$ cat src/rtl/pc_unit.sv
// Program counter with sequential/relative/absolute updates and a circular
// return-address stack for CALL/RET, plus a sticky overflow/underflow flag.
module pc_unit #(
  parameter int               WIDTH     = 32,
  parameter int               STEP      = 4,
  parameter logic [WIDTH-1:0] RESET_VEC = '0,
  parameter int               RAS_DEPTH = 4
) (
  input  logic                         clk,
  input  logic                         rst_n,
  input  logic                         en,
  input  logic [2:0]                   op,
  input  logic [WIDTH-1:0]             operand,
  output logic [WIDTH-1:0]             pc,
  output logic [$clog2(RAS_DEPTH):0]   ras_count,
  output logic                         ras_full,
  output logic                         ras_empty,
  output logic                         err
);

  localparam int PW = $clog2(RAS_DEPTH);
  localparam int CW = PW + 1;

  typedef enum logic [2:0] {
    OP_SEQ  = 3'b000,
    OP_BREL = 3'b001,
    OP_JABS = 3'b010,
    OP_CALL = 3'b011,
    OP_RET  = 3'b100
  } op_e;

  logic [WIDTH-1:0] ras_mem [RAS_DEPTH];
  // wr_ptr names the slot the next push lands in; when full it is the oldest entry.
  logic [PW-1:0]    wr_ptr;
  logic [PW-1:0]    rd_ptr;
  logic [WIDTH-1:0] seq_pc;

  logic [WIDTH-1:0] pc_nxt;
  logic [CW-1:0]    cnt_nxt;
  logic [PW-1:0]    ptr_nxt;
  logic             err_nxt;
  logic             push;

  assign seq_pc    = pc + WIDTH'(STEP);
  assign rd_ptr    = wr_ptr - PW'(1);
  assign ras_full  = (ras_count == CW'(RAS_DEPTH));
  assign ras_empty = (ras_count == '0);

  always_comb begin
    pc_nxt  = seq_pc;
    cnt_nxt = ras_count;
    ptr_nxt = wr_ptr;
    err_nxt = err;
    push    = 1'b0;
    case (op)
      OP_BREL: pc_nxt = pc + operand;
      OP_JABS: pc_nxt = operand;
      OP_CALL: begin
        pc_nxt  = operand;
        push    = 1'b1;
        ptr_nxt = wr_ptr + PW'(1);
        if (ras_full) begin
          err_nxt = 1'b1;
        end else begin
          cnt_nxt = ras_count + CW'(1);
        end
      end
      OP_RET: begin
        if (ras_empty) begin
          err_nxt = 1'b1;
        end else begin
          pc_nxt  = ras_mem[rd_ptr];
          ptr_nxt = rd_ptr;
          cnt_nxt = ras_count - CW'(1);
        end
      end
      default: pc_nxt = seq_pc;
    endcase
  end

  always_ff @(posedge clk or negedge rst_n) begin
    if (!rst_n) begin
      pc        <= RESET_VEC;
      ras_count <= '0;
      wr_ptr    <= '0;
      err       <= 1'b0;
    end else if (en) begin
      pc        <= pc_nxt;
      ras_count <= cnt_nxt;
      wr_ptr    <= ptr_nxt;
      err       <= err_nxt;
    end
  end

  // Stack storage carries no reset; entries are only read while ras_count covers them.
  always_ff @(posedge clk) begin
    if (en && push && rst_n) begin
      ras_mem[wr_ptr] <= seq_pc;
    end
  end

endmodule

$ cat config.mk
export PLATFORM = sky130hd
export DESIGN_NAME = pc_unit
export DESIGN_NICKNAME = d
export VERILOG_FILES = /design/src/rtl/pc_unit.sv
export SDC_FILE = /design/constraint.sdc
export NUM_CORES = 1
export LEC_CHECK = 0
export ABC_CLOCK_PERIOD_IN_PS = 4500
export CAP_MARGIN = 40
export CORE_AREA = 2 2 141 143
export CTS_BUF_LIST = sky130_fd_sc_hd__clkbuf_16
export DETAILED_ROUTE_END_ITERATION = 16
export DIE_AREA = 0 0 143 145
export PLACE_DENSITY_LB_ADDON = 0.3
export SLEW_MARGIN = 20
export SYNTH_ARGS = -nofsm -noshare
export SYNTH_HDL_FRONTEND = slang
export SYNTH_SLANG_ARGS = --single-unit
$ cat constraint.sdc
create_clock -name clk -period 4.5 [get_ports clk]
set_clock_uncertainty 0.15 [all_clocks]
set_input_delay 0.45 -clock clk [delete_from_list [all_inputs] [get_ports clk]]
set_output_delay 0.45 -clock clk [all_outputs]
set_load 0.005 [all_outputs]
==> flow_results.org <==
** CTS
- # H-tree levels :: 4
- Clock latency on the worst-skew pair :: between 400 and 500 ps
- The clock drives about 170 sinks.
- Clock tree synthesis selected as its root buffer the cell sky130_fd_sc_hd__clkbuf_16.
- Once the clock tree was built, the resizer swapped 0 gates to a different size.
- Clock Path Buffers :: 2
- Post-CTS timing repair inserted 0 buffers for setup.
- TritonCTS clock tree :: done
- Cts bufs inserted :: 17
- After clock tree synthesis, the clock-pin slew on the worst setup and hold paths is about 70 ps.

** Drt
- Drc violations :: 0
- The detailed router finished its first iteration with slightly above 700 violations.
- Number of iterations in the first detailed-routing pass :: 5
- Number of nets still failing antenna checks after routing :: 0
- Routed wire per std cell :: about 21 um
- Via count :: between 7000 and 8000
- For this block, the routed nets add up to between 20 and 25 mm of wire.
- Average via count per standard cell :: ~6

** Cells and area
- Cell Count, Final, Fillers Out :: 1153
- Layout cells sized above 1 :: 0.1194
- The repair_antennas step left the layout with diodes totalling 0.
- Layout overhead on the synthesized area :: 16.52%
- For this run, the post-layout net count is around 950.

** Synthesis
- Flip-flop and latch count after synthesis :: 166
- Top post-synthesis cells by area :: sky130_fd_sc_hd__edfxtp_1, sky130_fd_sc_hd__dfrtp_1, sky130_fd_sc_hd__mux4_2
- Yosys warning count :: 0
- For this run, the leading register cell type out of synthesis is sky130_fd_sc_hd__edfxtp_1.
- Synthesized netlist net count :: slightly below 900
- The share of synthesized area in the top cell type comes to 0.4083.
- Counting every instance in the synthesized netlist gives about 800.
- The share of the Yosys chip area taken by registers is 0.5094.
- Dividing the synthesized area by the synthesized cell count gives approximately 12 um2.
- Counting flops with an async set or reset pin after synthesis yields a share of 0.2289.
- Most area-hungry cell type in the Yosys netlist :: sky130_fd_sc_hd__edfxtp_1
- The netlist uses 83 different library cells.
- Counting flops with a built-in enable in the synthesized netlist gives about 130.
- The cell area that synthesis handed to floorplanning was approximately 9400 um2.

** Setup path
- The most critical setup path has its startpoint at pc[0].
- STA classifies the critical path startpoint as a flop.
- Crit path max fanout :: 7
- For this design, the slowest cell found on the critical path is sky130_fd_sc_hd__or4_1.
- Family of cells with the greatest summed delay on the critical path :: compound AO/OA/AOI/OAI gates
- Startpoint of the most critical register-to-register path :: pc[0]
- Required time at the endpoint of the critical path :: between 4000 and 5000 ps
- Worst-path cell chain :: ha_1, fa_1, a21o_1, a22o_1, a41oi_2, o211ai_2, and3_4, or4_1, a31oi_1, a211oi_1
- For the worst setup path, the data arrival time is around 3400 ps.
- Worst Path Buf+Inv :: 0
- STA classifies the critical path endpoint as a flop.
- Category of the critical setup timing path :: reg2reg
- On the worst path, the slowest cell contributes a delay of between 400 and 500 ps.

** Global routing
- Largest net degree at the start of global routing :: 40
- Wire length of the first global-routing pass :: ~38 mm
- Grt total ovfl :: 0
- Total GRT Usage :: 0.2389
- The initial antenna violation count is 0.
- The number of global-route vias before repair was 6930.

** STA
- Fmax :: 0.3059 GHz
- The max-slew violation total from the final report is 0.
- Worst slack on hold paths :: around 150 ps
- Headroom to the max-slew limit came out at 0.4587.
- RSZ-0062 raised after global routing :: false
- Of the available clock period, the critical path in the final layout requires 0.7264.
- For the pin with the worst max-slew slack, the measured transition is 805.1 ps.
- The smallest clock period supported by the final layout is computed as 3269 ps.
- Number of failing setup endpoints in the final timing report :: 0
- For the final routed database, the setup TNS stands at 0 ps.
- Final hold violations :: 0

** Pwr
- The analysis attributes to cell leakage a power of between 3 and 4 nW.
- Across the VDD grid, the largest voltage drop is slightly below 0.3 mV.
- Overall power after layout :: 0.006060 W
- Power density relative to cell area :: between 500 and 600 nW/um2

** Worst hold path
- Hold Startpoint :: en
- In this run the worst hold path is classified as in2reg.

** Flow run
- Count of maximum capacitance violations :: 0

** Place
- Detailed placement finished with a half-perimeter wire length of approximately 16 mm.
- In this run the tool buffered the top-level ports with 75 buffer cells.
- Counting tap cells, the placed design contains a total of ~1100 instances.
- Global placement routability congestion :: roughly 0.91

** Floorplanning
- The die is about 140 um wide.
- Die outline area :: around 21000 um2
- Die boundary height :: between 100 and 150 um
- In this run the core area contains 51 standard-cell rows.
- The initial utilization of the core area, before any placement, comes to 0.4901.
- I/O pins :: 76
- Core Region :: slightly below 20000 um2

** Run status
- The flow ran to the end, and the final reports show no timing, DRC or antenna violations.
power breakdown:
group	total, W	switching, W	internal (W)
combinational	0.00252	0.00134	0.00118
clock	0.00140	0.000668	0.000730
sequential	0.00214	0.000234	0.00190
total	0.00606	0.00225	0.00381
per-layer routing:
layer,up-vias,routed length [um],part of all wire,global-route usage
met4,0,588,0.024,0.07228
li1,3232,-,-,-
met2,288,11160,0.46,0.3694
met5,-,0,0,0
met1,3483,10800,0.44,0.3427
met3,38,1829,0.075,0.04653
worst paths after layout:
kind	endpoint	slack [ps]	cells after the start
setup / recovery	pc[22]	1230	10
hold / removal	wr_ptr[1]	150	2
setup reg to reg	pc[22]	1230	10
hold reg to reg	err	330	1
max in group asynchronous	wr_ptr[0]	3290	3
min in group asynchronous	wr_ptr[0]	490	3
layout by cell type, fill, tap and decap left out, types with 13 or more instances in the layout:
cell | netlist | final
sky130_fd_sc_hd__nor2_1 | 66 | 65
sky130_fd_sc_hd__ha_1 | 36 | 36
sky130_fd_sc_hd__nand2_1 | 93 | 93
sky130_fd_sc_hd__nor3_1 | 15 | 15
sky130_fd_sc_hd__mux4_2 | 31 | 31
sky130_fd_sc_hd__nand3_1 | 27 | 27
sky130_fd_sc_hd__a221oi_1 | 17 | 17
sky130_fd_sc_hd__clkdlybuf4s50_1 | 0 | 73
sky130_fd_sc_hd__inv_1 | 22 | 22
sky130_fd_sc_hd__a21oi_1 | 35 | 35
sky130_fd_sc_hd__xor2_1 | 17 | 17
sky130_fd_sc_hd__edfxtp_1 | 128 | 128
sky130_fd_sc_hd__a21o_1 | 13 | 13
sky130_fd_sc_hd__xnor2_1 | 36 | 36
sky130_fd_sc_hd__clkbuf_16 | 0 | 17
sky130_fd_sc_hd__dfrtp_1 | 38 | 37
sky130_fd_sc_hd__o21ai_0 | 27 | 27
stage by stage:
stage | util | instance area (um2) | setup slack [ps]
CTS | 0.5703 | 10950 | 1235
global route | 0.5710 | 10970 | 1043
detailed placement | 0.5407 | 10390 | 824.9
floorplan | - | 9413 | 997.6
global placement | 0.5391 | 10350 | 851.8
finish | 0.5710 | 10970 | 1231
cell families after synthesis:
group                      count (synthesis)  synth area share
adders and majority gates                 38           0.05211
DFF                                      166            0.5094
AOI/OAI and AO/OA                        185            0.1421
muxes                                     33           0.07803
buffers and inverters                     60           0.03283
xor gates and xnor gates                  54           0.05104
and+or+nand+nor                          267            0.1345
cell usage after synthesis, drive strengths merged (12+ instances only):
master / count
a21o: 14
a21oi: 35
a221oi: 17
and2: 13
and3: 13
buf: 16
clkbuf: 21
dfrtp: 38
edfxtp: 128
ha: 36
inv: 22
mux4: 32
nand2: 93
nand3: 27
nand4: 12
nor2: 67
nor3: 16
o21ai: 30
xnor2: 37
xor2: 17
area by class of cell:
type	instances	area [um2]
clock buffers	17	425.4
clock inverters	15	132.6
fillers	1606	8239
inverters	22	82.58
multi-input cells	577	4314
flip-flops and latches	166	4796
well taps	265	331.6
repair buffers	91	885.9
registers in the layout, summed over array words and instances (netlist names):
signal / count
pc: 32
ras_count: 3
err: 1
wr_ptr: 2
ras_mem: 128
repair_timing:
| item | CTS | global route |
|---|---|---|
| hold endpoints to repair | 38 | 0 |
| setup endpoints to repair | 0 | 0 |
| hold buffers | 1 | 0 |
(Power assumes the default switching activity.)
